[src/rtl/z80_sound_mailbox_pkg.sv]
// Shared constants for the 68K->Z80 sound command path.
// Z80 port numbers are shared with the chip select decode.
package tc_sound_pkg;

    localparam int unsigned IRQ_DIV_DEF   = 512;
    localparam logic [7:0]  CLR_VALUE_DEF = 8'h00;
    localparam logic [7:0]  IDLE_DATA_DEF = 8'hFF;

    localparam logic [7:0]  Z80_PORT_LATCH_CLR = 8'h04;
    localparam logic [7:0]  Z80_PORT_LATCH_RD  = 8'h06;

    typedef struct packed {
        logic wr;
        logic clr;
    } latch_strobe_t;

    function automatic int unsigned cnt_width(input int unsigned div);
        return (div > 1) ? $clog2(div) : 1;
    endfunction

endpackage

[src/rtl/z80_sound_mailbox_periodic_irq_gen.sv]
// Periodic Z80 interrupt: divides z80_cen, holds INT low until acknowledged,
// and flags a tick that lands while the previous IRQ is still pending.
module periodic_irq_gen
    import tc_sound_pkg::*;
#(
    parameter int unsigned IRQ_DIV = IRQ_DIV_DEF
) (
    input  logic clk_sys,
    input  logic reset_n,
    input  logic z80_cen,
    input  logic irq_enable,
    input  logic irq_ack,
    output logic z80_irq_n,
    output logic irq_overrun
);

    localparam int unsigned    CntW   = cnt_width(IRQ_DIV);
    localparam logic [CntW-1:0] CntMax = CntW'(IRQ_DIV - 1);

    logic [CntW-1:0] r_cnt;
    logic            r_irq_n;
    logic            r_overrun;
    logic            w_adv;
    logic            w_tick;

    assign w_adv  = z80_cen & irq_enable;
    assign w_tick = w_adv & (r_cnt == CntMax);

    always_ff @(posedge clk_sys) begin
        if (!reset_n) begin
            r_cnt     <= '0;
            r_irq_n   <= 1'b1;
            r_overrun <= 1'b0;
        end else begin
            if (w_adv) begin
                r_cnt <= w_tick ? '0 : r_cnt + CntW'(1);
            end
            // A tick beats a same-edge acknowledge; that case is not an overrun.
            if (w_tick) begin
                r_irq_n <= 1'b0;
                if (!r_irq_n && !irq_ack) begin
                    r_overrun <= 1'b1;
                end
            end else if (irq_ack) begin
                r_irq_n <= 1'b1;
            end
        end
    end

    assign z80_irq_n   = r_irq_n;
    assign irq_overrun = r_overrun;

endmodule

[src/rtl/z80_sound_mailbox.sv]
// Z80 side of the sound command path: captures the 68K byte, serves it on the
// latch-read port, clears it on the latch-clear port and raises the periodic IRQ.
module z80_sound_mailbox
    import tc_sound_pkg::*;
#(
    parameter int unsigned IRQ_DIV   = IRQ_DIV_DEF,
    parameter logic [7:0]  CLR_VALUE = CLR_VALUE_DEF,
    parameter logic [7:0]  IDLE_DATA = IDLE_DATA_DEF
) (
    input  logic       clk_sys,
    input  logic       reset_n,
    input  logic       z80_cen,
    input  logic       sound_latch_cs,
    input  logic       cpu_lds_n,
    input  logic       cpu_rw,
    input  logic [7:0] cpu_dout,
    input  logic       z80_latch_clr_cs,
    input  logic       z80_latch_r_cs,
    input  logic       RD_n,
    input  logic       M1_n,
    input  logic       IORQ_n,
    input  logic       irq_enable,
    output logic [7:0] z80_latch_dout,
    output logic       z80_irq_n,
    output logic       latch_pending,
    output logic       irq_overrun
);

    latch_strobe_t w_strobe;
    latch_strobe_t r_strobe;
    logic          r_wr_armed;
    logic [7:0]    r_latch;
    logic          r_pending;
    logic          w_wr_rise;
    logic          w_clr_rise;
    logic          w_io_rd;
    logic          w_ack;

    assign w_io_rd      = ~IORQ_n & M1_n & ~RD_n;
    assign w_strobe.wr  = sound_latch_cs & ~cpu_lds_n & ~cpu_rw;
    assign w_strobe.clr = z80_latch_clr_cs & w_io_rd;
    assign w_ack        = ~M1_n & ~IORQ_n;

    // A strobe still held across reset must drop once before it can capture.
    assign w_wr_rise  = w_strobe.wr & ~r_strobe.wr & r_wr_armed;
    assign w_clr_rise = w_strobe.clr & ~r_strobe.clr;

    always_ff @(posedge clk_sys) begin
        if (!reset_n) begin
            r_strobe   <= '0;
            r_wr_armed <= 1'b0;
            r_latch    <= CLR_VALUE;
            r_pending  <= 1'b0;
        end else begin
            r_strobe <= w_strobe;
            if (!w_strobe.wr) begin
                r_wr_armed <= 1'b1;
            end
            // Write wins over a same-edge clear so no command is lost.
            if (w_wr_rise) begin
                r_latch   <= cpu_dout;
                r_pending <= 1'b1;
            end else if (w_clr_rise) begin
                r_latch   <= CLR_VALUE;
                r_pending <= 1'b0;
            end
        end
    end

    assign z80_latch_dout = (z80_latch_r_cs & w_io_rd) ? r_latch : IDLE_DATA;
    assign latch_pending  = r_pending;

    periodic_irq_gen #(
        .IRQ_DIV(IRQ_DIV)
    ) u_irq_gen (
        .clk_sys    (clk_sys),
        .reset_n    (reset_n),
        .z80_cen    (z80_cen),
        .irq_enable (irq_enable),
        .irq_ack    (w_ack),
        .z80_irq_n  (z80_irq_n),
        .irq_overrun(irq_overrun)
    );

endmodule

[config.mk]
export PLATFORM = sky130hd
export DESIGN_NAME = z80_sound_mailbox
export DESIGN_NICKNAME = d
export VERILOG_FILES = /design/src/rtl/z80_sound_mailbox_pkg.sv /design/src/rtl/z80_sound_mailbox_periodic_irq_gen.sv /design/src/rtl/z80_sound_mailbox.sv
export SDC_FILE = /design/constraint.sdc
export NUM_CORES = 1
export LEC_CHECK = 0
export BUFFER_PORTS_ARGS = -buffer_cell sky130_fd_sc_hd__buf_2
export CAP_MARGIN = 0
export CORE_MARGIN = 3
export CORE_UTILIZATION = 49
export CTS_CLUSTER_SIZE = 16
export DETAILED_ROUTE_END_ITERATION = 10
export PLACE_DENSITY_LB_ADDON = 0.2
export SYNTH_ARGS = -nofsm -noshare
export SYNTH_HDL_FRONTEND = slang
export SYNTH_SLANG_ARGS = --single-unit
[constraint.sdc]
create_clock -name clk_sys -period 1.65 [get_ports clk_sys]
set_input_delay 0.165 -clock clk_sys [delete_from_list [all_inputs] [get_ports clk_sys]]
set_output_delay 0.165 -clock clk_sys [all_outputs]
set_load 0.01 [all_outputs]
; ---- Word level (Yosys, flattened, before mapping)
; Index checks and enable logic that the tools add are counted.
[op_classes]
n_mux = 8
n_addsub = 1
reduce_logical = 6
n_eq_ne = 1
bitwise_logic = 19
[ops]
columns = operator, n
row1 = $mux W8, 3
row2 = $and A1 B1 Y1, 12
row3 = $add A9 B1 Y9 const B, 1
row4 = $eq A9 B9 Y1 const B, 1
row5 = $mux W9, 1
row6 = $not A1 Y1, 7
row7 = $mux W1, 4
row8 = $reduce_bool A2 Y1, 2
row9 = $logic_not A1 Y1, 2
row10 = $reduce_and A2 Y1, 1
row11 = $logic_and A1 B1 Y1, 1
[word_totals]
regBits = 23
inputBits = 20

; ---- Depth between registers and ports, before layout
; Gate-level depths: netlist (run 1).
[depth]
ltp_word = 7
ltp_mapped = 7
mapped_depth_nobuf = 7

; ---- Hierarchy
; From an unflattened synthesis (run 1), not the netlist that was laid out.
[unflattened]
cells_unflattened = 115
area_unflattened_um2 = 992.2
[modules_own_cells]
columns = module, cells_per_inst, seq_area_each_um2, area_per_inst_um2, instances
row1 = z80_sound_mailbox, 61, 240.2, 524.3, 1
row2 = periodic_irq_gen, 54, 220.2, 467.9, 1

; ---- Worst setup path before layout (run 1)
; No wires, ideal clock.
[synth_path]
path_type = register to register
start = register u_irq_gen.r_cnt[0]
end = register u_irq_gen.r_cnt[0]
arrival_time_ps = 1174
setup_ps = 123
stages_incl_launch_ff = 8
n_path_buf = 0
slack_ps = 353
synth_period_minus_slack_ps = 1297
path_cell_list = dfxtp_1 > ha_1 > nand3_1 > nor2_1 > ha_1 > nand3_1 > nand2_1 > nor2_1
[synth_via]
elab_chain_cells = 3
[synth_lines]
columns = element, line
row1 = start: declaration, z80_sound_mailbox_periodic_irq_gen.sv:20  ; logic [CntW-1:0] r_cnt;
row2 = start signal: assignment, z80_sound_mailbox_periodic_irq_gen.sv:36  ; r_cnt <= w_tick ? '0 : r_cnt + CntW'(1);
row3 = "parallel branches: the longest is 2 deep, another holds $add A9 B1 Y9", --
row4 = $mux W9 (*), z80_sound_mailbox_periodic_irq_gen.sv:36
; Every way passes the cells marked *.
; A chain may end at the register's enable or synchronous reset.

; ---- Worst setup path after layout (run 1)
[layout_path]
start = register u_irq_gen.r_cnt[0]
end = register u_irq_gen.r_cnt[2]
; The elaborated chain is that of the path after synthesis.

==> results of run 1 <==
==> cell usage in the layout, fill, tap and decap left out, types with 2 or more instances in the layout <==
master	count
clkbuf_4	3
ha_1	2
nand2_1	21
o21ai_0	5
or4_1	2
nand3_1	7
inv_1	3
buf_2	30
nand2b_1	8
xor2_1	2
o31ai_1	2
a21oi_1	8
or3_1	4
o22ai_1	8
nand4_1	2
dfxtp_1	23
nor2_1	8
==> state kept, by name, indices dropped and copies added (netlist names) <==
| name | count |
|---|---|
| r_latch | 8 |
| u_irq_gen.irq_overrun | 1 |
| r_strobe | 2 |
| r_wr_armed | 1 |
| u_irq_gen.r_cnt | 9 |
| latch_pending | 1 |
| u_irq_gen.z80_irq_n | 1 |
==> report_power, final <==
group / switching (mW) / internal (mW)
clock: 0.157 / 0.0942
sequential: 0.00609 / 0.566
combinational: 0.0486 / 0.0390
total: 0.212 / 0.699
==> worst max-delay path, cell delays in order (launching register included) <==
cell and delay, ps:
dfxtp_1 390, ha_1 200, nand3_1 80, nor2_1 100, ha_1 150, nand3_1 120
nand2_2 190, nor2_1 70
==> worst min path at each step <==
stage / end / depth (start not counted)
floorplan: u_irq_gen.r_cnt[8] / 2
global placement: r_latch[7] / 3
detailed placement: r_latch[6] / 3
CTS: r_latch[4] / 3
global route: r_latch[4] / 3
finish: r_latch[4] / 3
==> area by class of cell <==
type                    instances  area share (%)
clock buffers                   4            2.23
inverters                       3           0.954
multi-input cells              86            42.4
flip-flops and latches         23            39.0
well taps                      25            2.65
repair buffers                 30            12.7
==> per-stage QoR <==
step | total power [mW] | util (%) | hold WS [ps]
global placement | 0.669 | 63.2 | 430
global route | 0.952 | 64.8 | 84.2
finish | 0.911 | 64.8 | 101
floorplan | 0.633 | - | 312
detailed placement | 0.673 | 63.2 | 433
CTS | 0.919 | 64.7 | 97.9
==> per-layer routing <==
metal / vias up / track usage (%)
li1: 468 / -
met1: 402 / 20.2
met2: 23 / 26.4
met3: 4 / 2.62
met4: 0 / 5.38
met5: - / 0
==> cell families (layout without fill, tap and decap cells) <==
logic type	Yosys count	in the layout	share of synthesized area (%)
AOI/OAI and AO/OA	25	25	16.7
xor gates and xnor gates	2	2	1.77
adders and majority gates	2	2	2.53
buffers and inverters	6	37	3.04
DFF	23	23	46.6
and+or+nand+nor	57	57	29.4
==> timing repair <==
action,CTS,global route
resized for setup,0,1
setup endpoints to repair,0,8
buffers inserted,0,0
hold buffers,0,0
==> flow_summary.toml, run 1 <==
[status]
run_status = "complete, no violations"

[yosys]
yosys.area.top_type_share_pct = 46.6
yosys-top-cells-area = "dfxtp_1, nand2_1, nand2b_1"
yosysMostFrequentCell = "dfxtp_1"
ys.flop_type = "dfxtp_1"
synth_seq_cells = 23
syn-instance-count = 115
syn_nets = 137
synth-seq-area-share_pct = 46.6
ys_async_sr_fraction_pct = 0
syn_area_um2 = 988
synth.largest_area_cell = "dfxtp_1"
synth_cell_types = 23
synth_edf_count = 0
ys_warn_count = 0
synthTopCellsByCount = "dfxtp_1, nand2_1"
avgSynthCellArea_um2 = 8.60

[cts]
cts_tree = "built"
cts_made_buffers = 3
cts-root-buf = "clkbuf_4"
numClockSinks = 23
clockBufferDepth = 2
insertion_delay_ps = 300
clk_transition_reported_paths_ps = 120
htree_levels = 1

[routing]
route.met2.wl_um = 912
highest_layer = "met4"
wl_met1_um = 876
viasPerCell = 5.25
routedWlPerCell_um = 11.2
totalWireLength_um = 1920
drc = 0
routed-wl-met3_um = 106
first_pass_iters = 4
route.vias.total = 897
drt_iter0_drc = 18
ant_nets = 0

[sta]
skew_ps = 5.07
tightestPinTransition_ps = 402
period_share_pct = 84.2
worst_slack_ps = 260
fmax_mhz = 720
rsz0062_at_grt = "no"
period_minus_slack_ps = 1390
hold_viol = 0
slew_headroom_pct = 73.2
slew_viol_final = 0
setup_viol = 0
tns_ps = 0

[setup_path]
start_kind = "flip-flop"
arrival_ps = 1600
timing.rr.end = "u_irq_gen.r_cnt[2]"
rr_worst_depth = 7
end_kind = "flip-flop"
endpoint = "u_irq_gen.r_cnt[2]"
required_ps = 1860
crit_start = "u_irq_gen.r_cnt[0]"
crit_fanout = 9
rrSetupSlack_ps = 260
worstSetupPathType = "flip-flop to flip-flop"
timing.rr.start = "u_irq_gen.r_cnt[0]"

[place]
portBuffers = 30
place_ws_ps = 183
postPlaceCellArea_um2 = 1150
gp_congestion = 0.778
dp_cells = 167
hpwl_um = 1500

[cells_and_area]
diodes = 0
layout-drive-gt1-share_pct = 25.3
register_area_um2 = 460
syn_to_final_growth_pct = 19.4
design_area_um2 = 1180
nNetsFinal = 169
multiInputGateArea_um2 = 500
fillers = 168
finalNonFillerCells = 171

[floorplan]
die_y_um = 50.9
die_w_um = 50.9
die_area_um2 = 2590
rows = 15
core_um2 = 1820
start_util_pct = 54.3
io_pins = 31

[power_and_ir_drop]
cellPowerDensity_nw_per_um2 = 772
power_leakage_nw = 0.447
irDropWorstVdd_mv = 0.558

[hold_path]
hp-start = "cpu_dout[4]"
hp-class = "input port to flip-flop"

[global_route]
grt_pass1_vias = 766
grt_overflow = 0
grt_usage_pct = 15.7
antenna_found_initial = 0
grt_first_pass_wirelength_um = 3220
grt_max_degree = 21

[run]
drv_cap = 0
No activity file was read; power rests on OpenSTA's default activity.
==> run 2, diff against run 1 <==
--- a/config.mk
+++ b/config.mk
@@ -5,6 +5,7 @@
 export SDC_FILE = /design/constraint.sdc
 export NUM_CORES = 1
 export LEC_CHECK = 0
+export ABC_AREA = 1
 export BUFFER_PORTS_ARGS = -buffer_cell sky130_fd_sc_hd__buf_2
 export CAP_MARGIN = 0
 export CORE_MARGIN = 3
==> constraint.sdc (replaced) <==
create_clock -name clk_sys -period 1.35 [get_ports clk_sys]
set_input_delay 0.135 -clock clk_sys [delete_from_list [all_inputs] [get_ports clk_sys]]
set_output_delay 0.135 -clock clk_sys [all_outputs]
set_load 0.01 [all_outputs]
==> run 2 against run 1 <==
The run now ends with negative setup slack left. Sequential cell count unchanged. First-iteration DRC count up 33%. Non-clock buffer count up 8. Die area up 6.3%. Largest cell class unchanged.
==> flow_summary.toml, run 2 <==
[yosys]
synth-seq-area-share_pct = 43.4
synth.largest_area_cell = "dfxtp_1"
synth_seq_cells = 23
yosys-top-cells-area = "dfxtp_1, nand3_1, nand2_1"
syn_area_um2 = 1060
ys_async_sr_fraction_pct = 0
synth-simple-area-share_pct = 36.6
avgSynthCellArea_um2 = 7.26
synthMuxAreaShare_pct = 0
synth_edf_count = 0
synth-adder-area-share_pct = 2.36
yosysMostFrequentCell = "nand2_1"
syn-instance-count = 146
synth_top_family_by_area = "simple AND/OR/NAND/NOR gates"
synth_xor_area_share_pct = 0
synth-compound-area-share_pct = 7.79
ys.flop_type = "dfxtp_1"
ys_warn_count = 0
yosys.area.top_type_share_pct = 43.4
synth_cell_types = 20
synthTopCellsByCount = "nand2_1, inv_1, dfxtp_1"
syn_nets = 168

[cts]
htree_levels = 1
clockBufferDepth = 2
clk_transition_reported_paths_ps = 140
insertion_delay_ps = 320
hold_buffers = 0
cts_tree = "built"
cts_made_buffers = 3
numClockSinks = 23
cts-root-buf = "clkbuf_4"

[sta]
rsz0062_at_grt = "yes"
setup_viol = 11
tightestPinTransition_ps = 400
slew_viol_final = 0
slew_headroom_pct = 73.3
skew_ps = 14.2
fmax_mhz = 647
timing.hold.ws_ps = 42.7
hold_viol = 0
period_share_pct = 115
worst_slack_ps = -196
tns_ps = -1400
period_minus_slack_ps = 1550

[cells_and_area]
largestRegisters = "u_irq_gen.r_cnt: 9 flops, r_latch: 8 flops, r_strobe: 2 flops"
syn_to_final_growth_pct = 31.1
design_area_um2 = 1390
final_cell_mix = "buf_2, inv_1, nand2_1"
nNetsFinal = 209
mostFrequentLayoutCell = "buf_2"
regMostFlops = "u_irq_gen.r_cnt"
layout-drive-gt1-share_pct = 33.3
largest_register_ff_count = 9
diodes = 0
fillers = 185

[floorplan]
die_y_um = 52.5
rows = 16
start_util_pct = 52.9
die_w_um = 52.5
core_um2 = 2000
io_pins = 31
die_area_um2 = 2760

[routing]
drc = 0
viasPerCell = 5.08
routed-wl-met3_um = 134
route.met2.wl_um = 1250
route.vias.total = 1081
wl_met1_um = 959
routedWlPerCell_um = 11.2
highest_layer = "met4"
first_pass_iters = 4
ant_nets = 0
drt_iter0_drc = 24
totalWireLength_um = 2390

[place]
hpwl_um = 1750
portBuffers = 30
postPlaceCellArea_um2 = 1310
gp_congestion = 0.782
place_ws_ps = -185

[power_and_ir_drop]
power_leakage_nw = 0.617
cellPowerDensity_nw_per_um2 = 839
power_mw = 1.17
irDropWorstVdd_mv = 0.743

[global_route]
grt_pass1_vias = 992
grt_overflow = 0
antenna_found_initial = 0
grt_first_pass_wirelength_um = 4040
grt_max_degree = 15
grt_usage_pct = 19.1

[setup_path]
worstSetupPathType = "flip-flop to flip-flop"
crit_fanout = 8
end_kind = "flip-flop"
start_kind = "flip-flop"
arrival_ps = 1780
required_ps = 1580
rr_worst_depth = 11

[run]
drv_cap = 0

[hold_path]
hold_depth = 2
hp-class = "input port to flip-flop"

[status]
violations = "negative setup slack"
run_status = "finished with violations"
## run 2: layout make-up
| type | count | area (um2) | area share (%) |
|---|---|---|---|
| well taps | 27 | 33.8 | 2.43 |
| flip-flops and latches | 23 | 463 | 33.3 |
| repair buffers | 38 | 210 | 15.1 |
| inverters | 25 | 96.3 | 6.94 |
| clock buffers | 3 | 22.5 | 1.62 |
| multi-input cells | 96 | 556 | 40.0 |
| clock inverters | 1 | 7.51 | 0.541 |
## run 2: worst paths after layout
check / startpoint / end / slack [ps]
worst min-delay path: reset_n / u_irq_gen.z80_irq_n / 40
worst max-delay path: u_irq_gen.r_cnt[0] / u_irq_gen.r_cnt[6] / -200
worst min register to register: latch_pending / latch_pending / 480
worst max register to register: u_irq_gen.r_cnt[0] / u_irq_gen.r_cnt[6] / -200
## run 2: critical path, cell delays in order (launching register included)
cell,delay [ps]
dfxtp_2,380
ha_4,150
nand2_4,50
nor3_4,120
nand2_1,80
nor2_1,130
ha_2,210
nand2_4,80
nand2_8,120
inv_4,40
nand2_1,60
nor2_1,40
## run 2: per-layer routing
metal,vias to the layer above,GRT usage [%]
li1,549,-
met1,483,19.9
met2,43,37.4
met3,6,3.42
met4,0,6.38
met5,-,0
## run 2: power by group
part | switching, mW | internal, mW
clock network | 0.212 | 0.113
registers | 0.00941 | 0.695
logic | 0.0788 | 0.0582
## run 2: metrics by stage
step / util [%] / cells
floorplan: - / 146
global placement: 65.5 / 208
detailed placement: 65.5 / 208
CTS: 68.1 / 212
global route: 69.4 / 213
finish: 69.4 / 213
## run 2: cell families after synthesis
family                   count (synthesis)
flip-flops                              23
AO/OA/AOI/OAI                           16
AND/OR/NAND/NOR                         78
adder cells (fa/ha/maj)                  2
buffers and inverters                   27
## run 2: what timing repair did
item / 4_1_cts / 5_1_grt
setup endpoints to repair: 11 / 11
cloned: 0 / 0
pin swaps: 5 / 7
buffers inserted: 0 / 1
gates resized for setup: 4 / 5
